`src/rtl/fetch_stage_pkg.sv`:
```
// Shared definitions for the instruction-fetch stage: reset/bubble constants,
// fetch FSM encodings, opcode constants and the Pipe1 {PC,IR} entry type.
package fetch_stage_pkg;

  localparam logic [15:0] RESET_PC_DEF = 16'h0000;
  localparam logic [15:0] NOP_IR_DEF   = 16'hF000;

  localparam logic [3:0] OP_BEQ = 4'hC;
  localparam logic [3:0] OP_JAL = 4'h8;
  localparam logic [3:0] OP_JLR = 4'h9;
  localparam logic [3:0] OP_NOP = 4'hF;

  typedef enum logic [1:0] {
    S_IDLE    = 2'd0,
    S_REQ     = 2'd1,
    S_WAIT    = 2'd2,
    S_DISCARD = 2'd3
  } fetch_state_e;

  typedef struct packed {
    logic [15:0] pc;
    logic [15:0] ir;
  } fetch_entry_t;

  function automatic logic is_nop(input logic [15:0] ir);
    return ir[15:12] == OP_NOP;
  endfunction

endpackage

```
`src/rtl/fetch_skid_buf.sv`:
```
// One-entry holding buffer for a fetched {PC,IR} that returned while decode
// was stalled. Flush (redirect) and clear (drained into Pipe1) both empty it.
module fetch_skid_buf (
  input  logic        clk,
  input  logic        reset_n,
  input  logic        load_i,
  input  logic        clear_i,
  input  logic        flush_i,
  input  logic [31:0] data_i,
  output logic        valid_o,
  output logic [31:0] data_o
);

  logic        valid_q;
  logic [31:0] data_q;

  always_ff @(posedge clk or negedge reset_n) begin
    if (!reset_n) begin
      valid_q <= 1'b0;
      data_q  <= '0;
    end else begin
      if (flush_i || clear_i) begin
        valid_q <= 1'b0;
      end else if (load_i) begin
        valid_q <= 1'b1;
      end
      if (load_i && !flush_i) begin
        data_q <= data_i;
      end
    end
  end

  assign valid_o = valid_q;
  assign data_o  = data_q;

endmodule

```
`src/rtl/fetch_stage.sv`:
```
// Instruction-fetch stage: owns the PC, keeps one imem request outstanding and
// fills the IF/ID register (Pipe1). Define FETCH_SKID_EN to keep a word that
// returns during a stall in a one-entry skid buffer instead of re-fetching it.
module fetch_stage
  import fetch_stage_pkg::*;
#(
  parameter logic [15:0] RESET_PC = RESET_PC_DEF,
  parameter logic [15:0] NOP_IR   = NOP_IR_DEF
) (
  input  logic        clk,
  input  logic        reset_n,
  output logic        imem_req,
  output logic [15:0] imem_addr,
  input  logic        imem_gnt,
  input  logic        imem_rvalid,
  input  logic [15:0] imem_rdata,
  input  logic        stall,
  input  logic        redirect,
  input  logic [15:0] redirectPC,
  output logic [15:0] toPipe1PC,
  output logic [15:0] toPipe1IR,
  output logic        toPipe1Valid,
  output logic [15:0] toPipe1PCp1,
  output logic [1:0]  dbg_state
);

  // Handshake: a request transfers on a cycle with imem_req & imem_gnt; its
  // single response comes back later as one imem_rvalid pulse with imem_rdata.

  fetch_state_e state_q, state_d;
  logic [15:0]  pc_q, pc_d;
  logic [15:0]  p1_pc_q, p1_pc_d;
  logic [15:0]  p1_ir_q, p1_ir_d;
  logic         p1_valid_q, p1_valid_d;
  logic         hs;

  assign hs = imem_req && imem_gnt;

`ifdef FETCH_SKID_EN
  logic         skid_valid;
  logic         skid_load;
  logic         skid_clear;
  logic [31:0]  skid_data;
  fetch_entry_t skid_entry;

  assign skid_entry = fetch_entry_t'(skid_data);

  fetch_skid_buf u_skid (
    .clk     (clk),
    .reset_n (reset_n),
    .load_i  (skid_load),
    .clear_i (skid_clear),
    .flush_i (redirect),
    .data_i  ({pc_q, imem_rdata}),
    .valid_o (skid_valid),
    .data_o  (skid_data)
  );
`endif

  always_ff @(posedge clk or negedge reset_n) begin
    if (!reset_n) begin
      state_q    <= S_IDLE;
      pc_q       <= RESET_PC;
      p1_pc_q    <= 16'h0000;
      p1_ir_q    <= NOP_IR;
      p1_valid_q <= 1'b0;
    end else begin
      state_q    <= state_d;
      pc_q       <= pc_d;
      p1_pc_q    <= p1_pc_d;
      p1_ir_q    <= p1_ir_d;
      p1_valid_q <= p1_valid_d;
    end
  end

  always_comb begin
    state_d  = state_q;
    pc_d     = pc_q;
    imem_req = 1'b0;
    // Decode consumes Pipe1 every unstalled cycle, so it becomes a bubble unless refilled.
    p1_pc_d    = p1_pc_q;
    p1_ir_d    = stall ? p1_ir_q : NOP_IR;
    p1_valid_d = stall ? p1_valid_q : 1'b0;
`ifdef FETCH_SKID_EN
    skid_load  = 1'b0;
    skid_clear = 1'b0;
`endif

    case (state_q)
      S_IDLE: state_d = S_REQ;
      S_REQ: begin
        imem_req = !stall;
`ifdef FETCH_SKID_EN
        if (!stall && skid_valid && !redirect) begin
          p1_pc_d    = skid_entry.pc;
          p1_ir_d    = skid_entry.ir;
          p1_valid_d = 1'b1;
          skid_clear = 1'b1;
        end
`endif
        if (hs) state_d = redirect ? S_DISCARD : S_WAIT;
      end
      S_WAIT: begin
        if (redirect) begin
          state_d = imem_rvalid ? S_REQ : S_DISCARD;
        end else if (imem_rvalid) begin
          state_d = S_REQ;
          if (!stall) begin
            p1_pc_d    = pc_q;
            p1_ir_d    = imem_rdata;
            p1_valid_d = 1'b1;
            pc_d       = pc_q + 16'd1;
          end
`ifdef FETCH_SKID_EN
          else begin
            skid_load = 1'b1;
            pc_d      = pc_q + 16'd1;
          end
`endif
        end
      end
      S_DISCARD: begin
        if (imem_rvalid) state_d = S_REQ;
      end
      default: state_d = S_IDLE;
    endcase

    // Redirect outranks stall and any returning data.
    if (redirect) begin
      pc_d       = redirectPC;
      p1_pc_d    = p1_pc_q;
      p1_ir_d    = NOP_IR;
      p1_valid_d = 1'b0;
    end
  end

  assign imem_addr    = pc_q;
  assign toPipe1PC    = p1_pc_q;
  assign toPipe1IR    = p1_ir_q;
  assign toPipe1Valid = p1_valid_q;
  assign toPipe1PCp1  = p1_pc_q + 16'd1;
  assign dbg_state    = state_q;

endmodule

```
`config.mk`:
```
export PLATFORM = sky130hd
export DESIGN_NAME = fetch_stage
export DESIGN_NICKNAME = d
export VERILOG_FILES = /design/src/rtl/fetch_stage_pkg.sv /design/src/rtl/fetch_skid_buf.sv /design/src/rtl/fetch_stage.sv
export SDC_FILE = /design/constraint.sdc
export NUM_CORES = 1
export LEC_CHECK = 0
export CAP_MARGIN = 15
export CORE_ASPECT_RATIO = 0.8
export CORE_MARGIN = 10
export CORE_UTILIZATION = 38
export CTS_BUF_LIST = sky130_fd_sc_hd__clkbuf_16
export DETAILED_ROUTE_END_ITERATION = 8
export DONT_BUFFER_PORTS = 1
export PLACE_DENSITY = 0.63
export RECOVER_POWER = 50
export SLEW_MARGIN = 20
export SYNTH_ARGS = -nofsm -noshare
export SYNTH_HDL_FRONTEND = slang
export SYNTH_SLANG_ARGS = --single-unit
```
`constraint.sdc`:
```
create_clock -name clk -period 1.75 [get_ports clk]
set_input_delay 0.35 -clock clk [delete_from_list [all_inputs] [get_ports clk]]
set_output_delay 0.35 -clock clk [all_outputs]
set_load 0.01 [all_outputs]
```
==> reports/metrics.cfg, run 1 <==
[yosys]
yosys.area.top_type_share_pct = 47.0
ys_types = 33
yosysTopAreaCell = dfrtp_1
postSynthCellCount = 233
synth_area_leaders = dfrtp_1 47%, xnor2_1 5.9%, nand2_1 5.0%, mux2_2 4.9%, dfstp_2 4.2%
syn_area_per_cell_sq_um = 10.7
synth_area_sq_um = 2500
yosysWarnings = 0
ys_seq_elements = 51
ys_seq_area_share_pct = 51.2
synth_fp_nets = 273

[grt]
antenna_found_initial = 0
grt_pass1_wl_mm = 11.2
grt_overflow = 0
grt_pass1_vias = 1979
grt_start_max_net_pins = 52
grt_usage_pct = 13.3

[placement]
dp_hpwl_mm = 5.49
dpl-instance-area_sq_um = 2840
dp.cells = 345
place_ws_ps = 79.6
io_buffers = 0
place_congestion = 0.770

[critical_path]
crit_fanout = 4
cp.arrival_ps = 1530
cp_slowest_stage_delay_ps = 400
critPathRequiredTime_ps = 1400
critPathSlowestCell = dfrtp_1
path_cells = nand4_1 -> nor3_2 -> xor2_1 -> buf_4
reg2reg_slack_ps = 170
critPathKind = flop to output pin
cp-end-kind = output pin
worstSetupStartpointType = flop

[cts]
h-tree-depth = 2
cts_buffer_depth = 2
numCtsBuffers = 5
clock_latency_ps = 280
clk_pin_slew_worst_paths_ps = 70
cts_tree = yes
cts-root-buf = clkbuf_16
clock-sinks = 51

[floorplanning]
io_pins = 106
start_util_pct = 39.2
fp.dieArea_sq_um = 10300
core_sq_um = 6380
die_w_um = 111
rows = 26
die_h_um = 92.6

[timing]
hold_violations = 0
hold-worst-slack_ps = 175
worst_pin_slew_ps = 694
fin_worst_skew_ps = 4.26
finalSetupTns_ps = -611
fin_crit_sh_pct = 107
max_slew_margin_pct = 53.8
setup_viol = 8
rsz0062_at_grt = yes
slew_viol_final = 0
fin_crit_ps = 1880
timing.fmax_mhz = 533
setup_slack_ps = -127

[route]
viasPerCell = 5.30
vias = 1918
drt_iter0_markers = 116
first_pass_iters = 4
routed_wl_mm = 7.24
wl_per_cell_um = 20.0
postRouteAntennaNets = 0
route.detailed.drc = 0

[pwr]
power_frac_seq_pct = 47.5
p_leak_nw = 1.43
cellInternalPower_mw = 2.07
sw_frac_of_total_pct = 29.3
peakVddDrop_mv = 0.420
combPwrFrac_pct = 20.3
p_sw_uw = 857
p_clk_share_pct = 32.2
p_per_area_nw_per_um2 = 924

[final_layout]
n_antenna_cell = 0
drive_gt1_share_pct = 32.7
area_delta_synth_final_pct = 26.4
final_cells = 362
fin_area_sq_um = 3160
finalNetCount = 317
fill_cells = 585

[outcome]
violations = negative setup slack
status = complete, but fails checks

[hold_path]
hp-class = primary input to flop

[run]
drv_cap = 0

## logic make-up after synthesis
group                      Yosys count  synth area share (%)
AOI/OAI and AO/OA                   38                  10.4
xor gates and xnor gates            24                  8.40
adders and majority gates            2                  1.00
buffers and inverters               15                  2.70
DFF                                 51                  51.2
muxes                               16                  6.95
and+or+nand+nor                     87                  19.3
## cells in the final DEF, fill, tap and decap left out, types with 2 or more instances in the layout
master / n
dfrtp_1: 46
buf_4: 43
nand2_1: 32
o21ai_0: 16
xnor2_1: 12
a22o_1: 12
mux2_2: 11
nand3_1: 9
nand4_1: 8
nor3_1: 6
xnor2_2: 5
inv_1: 5
mux2i_1: 5
clkbuf_16: 5
xor2_1: 4
nor2_1: 4
o22a_1: 4
nor2b_1: 4
a22oi_1: 4
dfstp_2: 4
xor2_2: 3
and3_4: 3
nor4_1: 3
and4_4: 2
nor3_2: 2
nand3_2: 2
nand2b_1: 2
nor3b_1: 2
nor4_4: 2
clkbuf_1: 2
## per-stage QoR
stage               util (%)  power (mW)
finish                  49.6        2.92
global route            49.6        3.08
CTS                     48.6        2.95
detailed placement      44.6        1.94
global placement        44.6        1.93
floorplan                  -        1.70
## synth_stat cells
cell and count:
buf_2 3, mux2_2 11, nor4_4 2, dfstp_2 4
o21ai_1 1, nand2_1 33, xnor2_1 17, nor3_1 8
a22oi_1 4, mux2i_1 5, nand4_1 8, clkbuf_1 6
ha_1 2, nor2_1 4, xor2_1 7, o21ai_0 16
nor3b_1 2, nand3_1 11, and3_1 4, or3b_2 1
inv_1 5, nand4bb_1 1, and4bb_2 1, nor4_1 3
nor2_4 1, dfrtp_1 47, a21oi_1 1, nor2b_1 4
o22a_1 4, nand2b_1 2, and4_1 2, buf_6 1
a22o_1 12
## power by group through the flow
| stage | clock, mW | combinational [mW] | sequential, mW |
|---|---|---|---|
| 5_1_grt | 1.02 | 0.656 | 1.41 |
| 3_5_place_dp | 0 | 0.528 | 1.41 |
| 3_3_place_gp | 0 | 0.520 | 1.41 |
| 2_1_floorplan | 0 | 0.239 | 1.46 |
| 6_report | 0.941 | 0.592 | 1.39 |
| 4_1_cts | 0.973 | 0.590 | 1.39 |
## registers in the layout (all words and copies together), names as in the netlist
signal	cells
dbg_state	2
toPipe1IR	16
imem_addr	16
toPipe1Valid	1
toPipe1PC	16
## layer usage
layer  share of wire (%)  vias up  global-route usage [%]  wire [um]
met3                 9.6        2                    6.83        692
met2                  49       53                    21.7       3580
met4                0.61        0                    3.46         44
met1                  40      941                    15.1       2930
met5                   0        -                       0          0
li1                    -      922                       -          -
## cell type report
class | instances | area, sq um | share of cell area, %
repair buffers | 47 | 348 | 11.0
clock buffers | 5 | 125 | 3.96
flip-flops and latches | 51 | 1280 | 40.5
well taps | 84 | 105 | 3.32
inverters | 5 | 18.8 | 0.593
clock inverters | 3 | 20.0 | 0.633
multi-input cells | 167 | 1260 | 40.0
## final timing paths
path                          startpoint               to  cells past startpoint
hold / removal                  redirect    imem_addr[10]                      1
max in group asynchronous        reset_n     toPipe1PC[0]                      2
min in group asynchronous        reset_n     imem_addr[7]                      2
hold reg to reg            toPipe1PC[10]    toPipe1PC[10]                      1
setup reg to reg            dbg_state[0]     toPipe1PC[5]                      4
setup / recovery            toPipe1PC[6]  toPipe1PCp1[15]                      4
## critical path: cells and delay by family (launching register included)
kind	cells	cell delay, ps
simple gates	2	520
flops	1	400
xor+xnor	1	180
buf+inv	1	150
## timing repair
item                       in CTS  in global routing
setup endpoints to repair      10                 14
pin swaps                      12                 11
hold endpoints to repair       51                  0
buffers inserted                2                  5
gates resized for setup        11                 11
hold buffers                    2                  0
Note: power is estimated with default switching activity, not from simulation.
==> inputs of run 2 (changes only) <==
SLEW_MARGIN = unset   (was 20)
==> results of run 2 <==
No change in the layout: final DEF, timing and power equal those of run 1.
==> inputs of run 3 (changes only) <==
clock period = 2.3 ns   (was 1.75 ns; I/O delays follow)
==> run 3 against run 2 <==
Effect of this change: the flow now finishes without violations; register-to-register slack improved by 430 ps; cell count decreased by 9.7%; count of clock-buffer cells in the layout unchanged; via count decreased by 7.2%; critical path depth unchanged; largest cell class unchanged.
==> reports/metrics.cfg, run 3 (same netlist as run 1, synthesis figures left out) <==
[outcome]
status = completed

[critical_path]
critPathRequiredTime_ps = 1840  ; +440 ps
r2r-start = dbg_state[0]
cp-startpoint = toPipe1PC[7]
worstSetupStartpointType = flop
reg2reg_depth = 5  ; +1
critPathKind = flop to output pin
crit_fanout = 7  ; +3
path_cells = and4_1 -> and3_1 -> and3_1 -> xor2_1
cp_slowest_stage_delay_ps = 510  ; +110 ps
critPathMostFrequentCell = and3_1
cp.arrival_ps = 1670  ; +140 ps
critPathSlowestCell = dfrtp_1
cp-end-kind = output pin
r2r-end = imem_addr[15]
reg2reg_slack_ps = 600  ; +430 ps

[cts]
cts_buffer_depth = 2  ; unchanged
clock-sinks = 51  ; unchanged
h-tree-depth = 2  ; unchanged
cts-root-buf = clkbuf_16
clock_latency_ps = 290  ; about the same
numCtsBuffers = 5  ; unchanged
cts_tree = yes
clk_pin_slew_worst_paths_ps = 60  ; about the same

[final_layout]
regArea_sq_um = 1280  ; about the same
multiInputGateArea_sq_um = 1160  ; -8.5%
drive_gt1_share_pct = 16.9  ; -16 points
fill_cells = 614  ; +5.0%
finalNetCount = 282  ; -11%
layout_commonest_cell = dfrtp_1
n_antenna_cell = 0  ; unchanged
final_cell_mix = 45 x dfrtp_1, 33 x nand2_1, 17 x xnor2_1
area_delta_synth_final_pct = 11.7

[floorplanning]
fp.dieArea_sq_um = 10300  ; unchanged
start_util_pct = 39.2  ; unchanged
io_pins = 106  ; unchanged
rows = 26  ; unchanged
die_h_um = 92.6  ; unchanged
die_w_um = 111  ; unchanged
core_sq_um = 6380  ; unchanged

[route]
postRouteAntennaNets = 0  ; unchanged
drt_iter0_markers = 100  ; -14%
route.detailed.drc = 0  ; unchanged
routed_wl_mm = 6.70  ; -7.4%
viasPerCell = 5.44  ; +2.7%
wl_per_cell_um = 20.5  ; +2.5%
vias = 1779  ; -7.2%
first_pass_iters = 4  ; unchanged

[timing]
timing.fmax_mhz = 469
setup_viol = 0  ; -8
setup_slack_ps = 167  ; +295 ps
fin_crit_sh_pct = 92.7
rsz0062_at_grt = no
fin_crit_ps = 2130
worst_pin_slew_ps = 1150  ; +457 ps
finalSetupTns_ps = 0  ; +611 ps
max_slew_margin_pct = 23.3  ; -30 points
hold_violations = 0  ; unchanged
fin_worst_skew_ps = 6.31  ; +2.05 ps
slew_viol_final = 0  ; unchanged

[grt]
grt_pass1_wl_mm = 10.6  ; -5.1%
grt_overflow = 0  ; unchanged
grt_usage_pct = 12.8  ; -0.51 points
grt_start_max_net_pins = 48  ; -7.7%
grt_pass1_vias = 1827  ; -7.7%
antenna_found_initial = 0  ; unchanged

[placement]
io_buffers = 0  ; unchanged
place_congestion = 0.792  ; +2.9%
place_ws_ps = 346  ; +266 ps
dp_hpwl_mm = 5.20  ; -5.2%

[pwr]
p_leak_nw = 1.21  ; -15%
peakVddDrop_mv = 0.293  ; -30%
p_per_area_nw_per_um2 = 750  ; -19%

[hold_path]
whs_path_depth = 1  ; unchanged
hp-class = primary input to flop
min_to = imem_addr[10]
min_from = redirect

[run]
drv_cap = 0  ; unchanged

==> run 3: cell types whose count changed in the layout (fill, tap and decap cells not counted), sizes merged <==
cell      before  now
clkinv         2    3
clkbuf         8    6
clkinvlp       1    0
buf           43   10
==> run 3: cell type report <==
type	count	share of cell area, %
Sequential cell	51	45.9
Inverter	5	0.672
Clock buffer	5	4.48
Clock inverter	3	0.537
Multi-Input combinational cell	167	41.4
Timing Repair Buffer	12	3.22
Tap cell	84	3.76
==> run 3: how the worst max path moves through the flow <==
stage / cells past startpoint / endpoint
after CTS: 4 / toPipe1PCp1[14]
after global placement: 4 / toPipe1PCp1[14]
after detailed placement: 4 / toPipe1PCp1[14]
after floorplan: 4 / toPipe1PCp1[9]
final: 4 / toPipe1PCp1[12]
after global routing: 4 / toPipe1PCp1[12]
==> run 3: power by group <==
group          internal, mW  switching, mW  total [mW]
sequential            0.972          0.147        1.12
combinational         0.113          0.154       0.267
clock                 0.397          0.312       0.709
total                  1.48          0.613        2.09
==> run 3: stage by stage <==
step	instance area, sq um	power [mW]	hold WS, ps	instances	utilization, %
2_1_floorplan	2500	1.29	164	233	-
3_3_place_gp	2630	1.38	166	317	41.3
3_5_place_dp	2630	1.39	166	317	41.3
4_1_cts	2800	2.13	1.38	326	43.9
5_1_grt	2790	2.21	271	327	43.8
6_report	2790	2.09	269	327	43.8
==> run 3: worst max-delay path, delay by kind of cell (launching register included) <==
| family | cells | cell delay [ps] |
|---|---|---|
| XOR/XNOR | 1 | 260 |
| flip-flops | 1 | 510 |
| AND/OR/NAND/NOR | 3 | 630 |
==> run 3: per-layer routing <==
layer	vias up	global-route usage [%]	routed length, um
met2	55	20.2	3160
met1	859	14.6	2710
met4	0	3.90	71
li1	858	-	-
met5	-	0	0
met3	7	6.90	765
==> run 3: what timing repair did <==
item / in CTS / in global routing
hold buffers: 1 / 1
gates resized for setup: 0 / 3
endpoints found under the hold margin: 47 / 4
endpoints found under the setup margin: 0 / 2
buffers inserted: 0 / 0
